[src/rtl/hvac_zone_ctrl.sv]
// rtl/hvac_zone_ctrl.sv - multi-zone heat/cool controller with min-on/min-off protection
// One IDLE/HEAT/COOL/LOCK machine per zone; setpoint, hysteresis, mode and enable are shared.
module hvac_zone_ctrl #(
  parameter int TEMP_W  = 5,
  parameter int N_ZONES = 2,
  parameter int MIN_ON  = 4,
  parameter int MIN_OFF = 3
) (
  input  logic                      clk,
  input  logic                      rst_n,
  input  logic                      en,
  input  logic [1:0]                mode,
  input  logic [TEMP_W-1:0]         setpoint,
  input  logic [TEMP_W-1:0]         hyst,
  input  logic [N_ZONES*TEMP_W-1:0] temperature,
  output logic [N_ZONES-1:0]        heating,
  output logic [N_ZONES-1:0]        cooling,
  output logic [N_ZONES-1:0]        lockout,
  output logic                      fan
);

  localparam int CNT_MAX = (MIN_ON > MIN_OFF) ? MIN_ON : MIN_OFF;
  localparam int CNT_W   = $clog2(CNT_MAX + 1);
  localparam logic [CNT_W-1:0] ON_LAST  = CNT_W'(MIN_ON - 1);
  localparam logic [CNT_W-1:0] OFF_LAST = CNT_W'((MIN_OFF > 0) ? MIN_OFF - 1 : 0);

  typedef enum logic [1:0] {IDLE, HEAT, COOL, LOCK} state_e;
  localparam state_e EXIT_ST = (MIN_OFF > 0) ? LOCK : IDLE;

  state_e             state_q [N_ZONES];
  state_e             state_d [N_ZONES];
  logic [CNT_W-1:0]   cnt_q   [N_ZONES];
  logic [CNT_W-1:0]   cnt_d   [N_ZONES];
  logic [N_ZONES-1:0] heating_q, cooling_q, lockout_q;
  logic [N_ZONES-1:0] heating_d, cooling_d, lockout_d;
  logic               fan_q;

  logic [TEMP_W:0]    sum_w;
  logic [TEMP_W-1:0]  lo_w, hi_w, t_w;
  logic               allow_h, allow_c, heat_ok, cool_ok;

  // Thresholds saturate at 0 and full scale instead of wrapping.
  always_comb begin
    sum_w   = {1'b0, setpoint} + {1'b0, hyst};
    hi_w    = sum_w[TEMP_W] ? '1 : sum_w[TEMP_W-1:0];
    lo_w    = (setpoint >= hyst) ? (setpoint - hyst) : '0;
    allow_h = en & mode[0];
    allow_c = en & mode[1];
  end

  always_comb begin
    t_w       = '0;
    heat_ok   = 1'b0;
    cool_ok   = 1'b0;
    heating_d = '0;
    cooling_d = '0;
    lockout_d = '0;
    for (int z = 0; z < N_ZONES; z++) begin
      state_d[z] = state_q[z];
      cnt_d[z]   = cnt_q[z];
      t_w        = temperature[z*TEMP_W +: TEMP_W];
      heat_ok    = allow_h & (t_w <= lo_w);
      cool_ok    = allow_c & (t_w >= hi_w);
      case (state_q[z])
        IDLE: begin
          cnt_d[z] = '0;
          if (heat_ok && !cool_ok)      state_d[z] = HEAT;
          else if (cool_ok && !heat_ok) state_d[z] = COOL;
        end
        HEAT: begin
          if (!allow_h || (t_w >= setpoint && cnt_q[z] == ON_LAST)) begin
            state_d[z] = EXIT_ST;
            cnt_d[z]   = '0;
          end else if (cnt_q[z] != ON_LAST) begin
            cnt_d[z] = cnt_q[z] + CNT_W'(1);
          end
        end
        COOL: begin
          if (!allow_c || (t_w <= setpoint && cnt_q[z] == ON_LAST)) begin
            state_d[z] = EXIT_ST;
            cnt_d[z]   = '0;
          end else if (cnt_q[z] != ON_LAST) begin
            cnt_d[z] = cnt_q[z] + CNT_W'(1);
          end
        end
        default: begin
          // Lockout runs to completion regardless of en/mode.
          if (cnt_q[z] == OFF_LAST) begin
            state_d[z] = IDLE;
            cnt_d[z]   = '0;
          end else begin
            cnt_d[z] = cnt_q[z] + CNT_W'(1);
          end
        end
      endcase
      heating_d[z] = (state_d[z] == HEAT);
      cooling_d[z] = (state_d[z] == COOL);
      lockout_d[z] = (state_d[z] == LOCK);
    end
  end

  always_ff @(posedge clk or negedge rst_n) begin
    if (!rst_n) begin
      for (int z = 0; z < N_ZONES; z++) begin
        state_q[z] <= IDLE;
        cnt_q[z]   <= '0;
      end
      heating_q <= '0;
      cooling_q <= '0;
      lockout_q <= '0;
      fan_q     <= 1'b0;
    end else begin
      for (int z = 0; z < N_ZONES; z++) begin
        state_q[z] <= state_d[z];
        cnt_q[z]   <= cnt_d[z];
      end
      heating_q <= heating_d;
      cooling_q <= cooling_d;
      lockout_q <= lockout_d;
      fan_q     <= |{heating_d, cooling_d, lockout_d};
    end
  end

  assign heating = heating_q;
  assign cooling = cooling_q;
  assign lockout = lockout_q;
  assign fan     = fan_q;

endmodule
[config.mk]
export PLATFORM = sky130hd
export DESIGN_NAME = hvac_zone_ctrl
export DESIGN_NICKNAME = d
export VERILOG_FILES = /design/src/rtl/hvac_zone_ctrl.sv
export SDC_FILE = /design/constraint.sdc
export NUM_CORES = 1
export LEC_CHECK = 0
export BUFFER_PORTS_ARGS = -buffer_cell sky130_fd_sc_hd__buf_4
export CAP_MARGIN = 15
export CORE_AREA = 2 2 80 82
export DETAILED_ROUTE_END_ITERATION = 8
export DIE_AREA = 0 0 82 84
export SYNTH_ARGS = -nofsm -noshare
export SYNTH_HDL_FRONTEND = slang
export SYNTH_SLANG_ARGS = --single-unit
export TNS_END_PERCENT = 10
[constraint.sdc]
create_clock -name clk -period 4.8 [get_ports clk]
set_clock_uncertainty 0.15 [all_clocks]
set_input_delay 0.96 -clock clk [delete_from_list [all_inputs] [get_ports clk]]
set_output_delay 0.96 -clock clk [all_outputs]
set_load 0.005 [all_outputs]
==> results.toml, run 1 <==
[run_status]
outcome = "finished clean"

[global_routing]
first_global_vias = 1693
grt_max_degree = 18
grt_overflow = 0
track_usage = 0.144
antenna_found_initial = 0
grt_pass1_wl_mm = 7.75

[die]
fp.dieArea_um2 = 6890
die_w_um = 82
die_h_um = 84
core_um2 = 6100
start_util = 0.338
ios = 32
num_rows = 29

[power]
power_leakage_uw = 0.00117
p_per_area_nw_per_um2 = 330
p_total_uw = 803
irDropWorstVdd_mv = 0.158

[route]
dr.first_iter.drc_count = 61
postRouteWirelength_mm = 4.54
num_vias = 1754
drc = 0
ant_nets = 0
viasPerCell = 5.03
wire_per_inst_um = 13.0
drtPass1Iterations = 4

[cts]
cts.reportedPaths.clkPinSlew_ps = 60
holdBufCountCts = 0
cts_tree = "yes"
htreeDepth = 1
post_cts_buffers = 0
numCtsBuffers = 3
clockBufferDepth = 2
clock_sink_count = 17
cts-root-buf = "clkbuf_8"
worstSkewPairLatency_ps = 250
cts_resized = 0

[synth]
syn-num-nets = 314
ys_ff_latch = 17
yosysUniqueCellTypes = 51
netlist_area_um2 = 2060
synth_ff_type = "dfrtp_1"
synth_edf_count = 0
async_flop_share = 1.00
yosys-top-cells-area = "ha_1 29%, dfrtp_1 21%, inv_1 4.9%"
yosys_warnings = 0
yosysSeqAreaShare = 0.206
avgSynthCellArea_um2 = 8.63
synth_area_leader_cell = "ha_1"
yosys.area.top_type_share = 0.291
netlist_instances = 239

[setup_path]
path_class = "primary input to flop"
arrival_ps = 3900
rr_endpoint = "cooling[0]"
r2r_start = "cnt_q[3]"
critPathMaxFanout = 5
start_kind = "primary input"
crit_required_ps = 4790
reg2reg_depth = 7
r2r_slack_ps = 2600
critPathCaptureType = "flop"

[sta]
setup_viol = 0
rsz0062_at_grt = "false"
slew_violations = 0
layout_min_cycle_time_ps = 3910
relSlewSlack = 0.631
hold_violations = 0
fin_hold_ws_ps = 368
fin_tns_setup_ps = 0
max_freq_mhz = 256
fin_crit_sh = 0.814
worst_slew_pin_slew_ps = 551

[finish]
layout_commonest_cell = "ha_1"
synthToLayoutAreaGrowth_pct = 17.8
diodes = 0
layout-drive-gt1-share = 0.154
layout.nets = 348
instances_no_fill = 349
mostFrequentLayoutCells = "48 x ha_1, 31 x buf_4, 27 x inv_1"

[placement]
place_inst = 345
io_buffers = 31
dpl.hpwl_mm = 3.98
gp_congestion = 0.884

[hold_path]
holdPathEnd = "cnt_q[3]"
worstHoldStart = "cnt_q[3]"
holdPathStages = 1
hold_path_class = "flop to flop"

[job]
max_cap_viol_count = 0
==> where the power goes <==
part / leakage (uW) / switching, uW / internal (uW)
clock: 0.0000228 / 45.0 / 58.8
combinational: 0.000937 / 233 / 217
sequential: 0.000213 / 48.5 / 200
total: 0.00117 / 327 / 476
==> through the flow <==
| step | utilization | area, um2 | worst slack (ps) |
|---|---|---|---|
| 2_1_floorplan | - | 2060 | 1030 |
| 3_3_place_gp | 0.391 | 2380 | 619 |
| 3_5_place_dp | 0.391 | 2380 | 619 |
| 4_1_cts | 0.399 | 2430 | 883 |
| 5_1_grt | 0.399 | 2430 | 582 |
| 6_report | 0.399 | 2430 | 893 |
==> cell families after synthesis <==
family          count (synthesis)  synth area share
xor+xnor                        5            0.0212
flops                          17             0.206
compound gates                 66             0.228
buf+inv                        30            0.0546
simple gates                   71             0.180
fa+ha+maj                      50             0.310
==> how the worst max path moves through the flow <==
stage           startpoint    endpoint  slack (ps)  cells past startpoint
2_1_floorplan      hyst[1]  cooling[0]        1030                     15
3_3_place_gp   setpoint[0]  cooling[0]         620                     16
3_5_place_dp       hyst[1]  cooling[0]         620                     16
4_1_cts            hyst[1]  cooling[0]         880                     16
5_1_grt            hyst[1]  cooling[0]         580                     16
6_report       setpoint[0]  cooling[0]         890                     16
==> worst max-delay path: stages <==
cell and delay [ps]:
buf_4 140, inv_1 50, ha_1 160, inv_1 60, fa_1 400, a21o_1 180, a21oi_1 170, xnor2_1 130
nand2_1 120, ha_1 310, nand4_1 100, or2_0 240, a2111oi_2 390, a21boi_2 230, a211oi_2 70, and3_1 180
==> state kept, by name, indices dropped and copies added (netlist names) <==
| signal | count |
|---|---|
| cnt_q | 6 |
| cooling | 2 |
| fan | 1 |
| heating | 2 |
| lockout | 2 |
| state_q | 4 |
==> cell type report <==
class	count	area, um2
flip-flops and latches	17	425
clock buffers	4	45.0
multi-input cells	192	1530
well taps	77	96.3
inverters	28	105
fillers	614	3670
repair buffers	31	233
==> layer usage <==
layer	wire (um)	up-vias	track usage
met1	2090	795	0.187
met2	2230	36	0.250
met4	53	0	0.0409
met5	0	-	0
li1	-	918	-
met3	168	5	0.0119
==> synthesized netlist by cell type (2+ instances only) <==
cell,n
nand4_1,3
a21boi_1,2
clkbuf_1,2
xor2_1,3
a21oi_1,13
a211oi_1,6
nor2_1,16
nor2b_1,7
o21ai_1,2
and2_1,4
o211ai_1,3
nand2b_1,7
o22ai_1,6
fa_1,2
ha_1,48
nand2_1,20
nand3b_1,2
o21bai_1,3
nand3_1,2
a21o_1,6
dfrtp_1,17
inv_1,27
o21ai_0,7
nor3_1,2
o21a_1,2
xnor2_1,2
No activity file was read; power rests on OpenSTA's default activity.
==> run 2, diff against run 1 <==
Settings changed: ABC_AREA set to 1.
Clock period 4.8 ns to 3.7 ns, I/O delays scaled along.
==> run 2 against run 1 <==
Compared with the run above: setup slack got worse by 550 ps; synthesized area grew 0.24%; design area rose by 1.0%; combinational power increased by 34%; hold slack got worse by 170 ps; clock power up 30%; highest routed layer unchanged.
==> results.toml, run 2 <==
[setup_path]
critPathCaptureType = "flop"
r2r_start = "cnt_q[0]"
start_kind = "primary input"
crit_buf_inv = 3
critPathMaxFanout = 4
crit_family = "simple AND/OR/NAND/NOR gates"
reg2reg_depth = 8
rr_endpoint = "fan"
r2r_slack_ps = 1960
crit_path_cell_trace = "buf_4 > inv_1 > ha_1 > inv_1 > fa_1 > a21oi_1 > o21ai_0 > or2_2 > nand3_1 > ha_1 > nand2_1 > o21bai_1 > nand2_1 > o21ai_1 > nand2_1 > nand3_1 > nand2_2 > nor2_1 > nand2_1"
cpMostUsedCell = "nand2_1"
cpPeakStageDelay_ps = 410
crit_slowest_cell = "fa_1"
arrival_ps = 3350
crit_required_ps = 3690
path_class = "primary input to flop"

[synth]
yosys-top-cells-area = "ha_1 29%, dfrtp_1 21%, nand2_1 13%"
ys_ff_latch = 17
yosysUniqueCellTypes = 25
yosysMostFrequentCell = "nand2_1"
synth_common_cells = "72 x nand2_1, 48 x ha_1, 47 x inv_1"
netlist_area_um2 = 2070
syn-num-nets = 357
async_flop_share = 1.00
avgSynthCellArea_um2 = 7.33
synth_area_leader_cell = "ha_1"
synth_ff_type = "dfrtp_1"
synth_edf_count = 0
yosysSeqAreaShare = 0.206
yosys.area.top_type_share = 0.290
yosys_warnings = 0
netlist_instances = 282

[die]
start_util = 0.339
die_h_um = 84
fp.dieArea_um2 = 6890
ios = 32
core_um2 = 6100
die_w_um = 82
num_rows = 29

[cts]
cts_tree = "yes"
holdBufCountCts = 0
clock_sink_count = 17
htreeDepth = 1
clockBufferDepth = 2
cts-root-buf = "clkbuf_8"
numCtsBuffers = 3
cts.reportedPaths.clkPinSlew_ps = 70
worstSkewPairLatency_ps = 250

[finish]
regMostFlops = "cnt_q"
mostFrequentLayoutCells = "72 x nand2_1, 48 x ha_1, 47 x inv_1"
diodes = 0
layout_commonest_cell = "nand2_1"
largest_reg_flops = 6
synthToLayoutAreaGrowth_pct = 18.7
layout.nets = 394
top_regs = "cnt_q (6), state_q (4)"
layout-drive-gt1-share = 0.173

[global_routing]
antenna_found_initial = 0
grt_max_degree = 18
grt_overflow = 0
use_met1 = 0.197
met2_usage = 0.235
first_global_vias = 1745
grt_pass1_wl_mm = 7.73
busiest_layer = "met2"
track_usage = 0.142
grtUsageMet3 = 0.0271

[power]
p_int_uw = 594
irDropWorstVdd_mv = 0.246
switching_share = 0.439
power_leakage_uw = 0.00133
p_seq_frac = 0.304
p_total_uw = 1060
power_frac_comb = 0.568
switching_power_uw = 465
p_per_area_nw_per_um2 = 431
clock_power_share = 0.128

[sta]
setup_viol = 0
hold_violations = 0
layout_min_cycle_time_ps = 3360
rsz0062_at_grt = "false"
max_freq_mhz = 298
fin_tns_setup_ps = 0
slew_violations = 0
worst_slew_pin_slew_ps = 261
relSlewSlack = 0.826
fin_crit_sh = 0.908

[run_status]
outcome = "finished clean"

[placement]
io_buffers = 31
gp_congestion = 0.889
dpl.hpwl_mm = 3.88

[route]
viasPerCell = 4.62
postRouteWirelength_mm = 4.45
num_vias = 1823
ant_nets = 0
wire_per_inst_um = 11.3
drtPass1Iterations = 4
dr.first_iter.drc_count = 87
drc = 0

[job]
max_cap_viol_count = 0

[hold_path]
hold_path_class = "primary input to asynchronous set/reset pin"
==> run 2: changes by cell type after synthesis, sizes merged, moves of 5 or more <==
cell | previous run | this run
nand2 | 20 | 75
inv | 28 | 48
nand3 | 2 | 18
nand2b | 7 | 0
a211oi | 7 | 1
a21o | 6 | 0
o21ai | 10 | 16
o22ai | 6 | 0
nor2 | 16 | 21
nor2b | 7 | 2
==> run 2: repair_timing <==
item,CTS,global route
buffers inserted,0,0
endpoints found under the setup margin,0,1
resized for setup,0,1
==> run 2: final cells by class <==
| type | count | area (um2) |
|---|---|---|
| Fill cell | 657 | 3640 |
| Multi-Input combinational cell | 217 | 1470 |
| Inverter | 48 | 180 |
| Clock inverter | 1 | 5.00 |
| Timing Repair Buffer | 32 | 240 |
| Sequential cell | 17 | 425 |
| Tap cell | 77 | 96.3 |
| Clock buffer | 3 | 41.3 |
==> run 2: power by group through the flow <==
stage / combinational [uW] / clock [uW] / sequential (uW)
2_1_floorplan: 437 / 0 / 317
3_3_place_gp: 602 / 0 / 325
3_5_place_dp: 609 / 0 / 327
4_1_cts: 612 / 141 / 324
5_1_grt: 702 / 151 / 334
6_report: 602 / 135 / 322
==> run 2: metal layers <==
layer,vias up,part of all wire
li1,979,-
met1,815,0.49
met2,25,0.47
met5,-,0
met4,0,0.0067
met3,4,0.036
==> run 2: worst reg2reg max path: stages (launching register included) <==
cell,delay (ps)
dfrtp_1,430
ha_1,240
ha_1,240
nand2_1,90
nand3_1,100
nand3_1,150
nand2_2,80
nor2_1,110
nand2_1,50
==> run 2: stage by stage <==
step,instance area [um2],setup WS (ps),utilization,hold WS [ps],std cells
after floorplan,2070,508,-,294,282
after global placement,2400,57.2,0.394,387,391
after detailed placement,2400,74.8,0.394,418,391
after CTS,2450,338,0.402,196,395
after global routing,2450,28.6,0.403,202,395
final,2450,341,0.403,194,395
==> run 2: kinds of logic (layout without fill, tap and decap cells) <==
group / count (synthesis) / in the layout / share of synthesized area
simple gates: 129 / 129 / 0.287
fa+ha+maj: 50 / 50 / 0.310
buf+inv: 48 / 84 / 0.0871
compound gates: 34 / 34 / 0.0932
flops: 17 / 17 / 0.206
xor+xnor: 4 / 4 / 0.0169
==> run 2: how the worst max path moves through the flow <==
| stage | end | slack (ps) | start | depth (start not counted) |
|---|---|---|---|---|
| after floorplan | fan | 510 | setpoint[0] | 18 |
| after global placement | fan | 60 | setpoint[0] | 19 |
| after detailed placement | fan | 70 | setpoint[0] | 20 |
| after CTS | fan | 340 | setpoint[0] | 20 |
| after global routing | fan | 30 | setpoint[0] | 19 |
| final | fan | 340 | setpoint[0] | 19 |
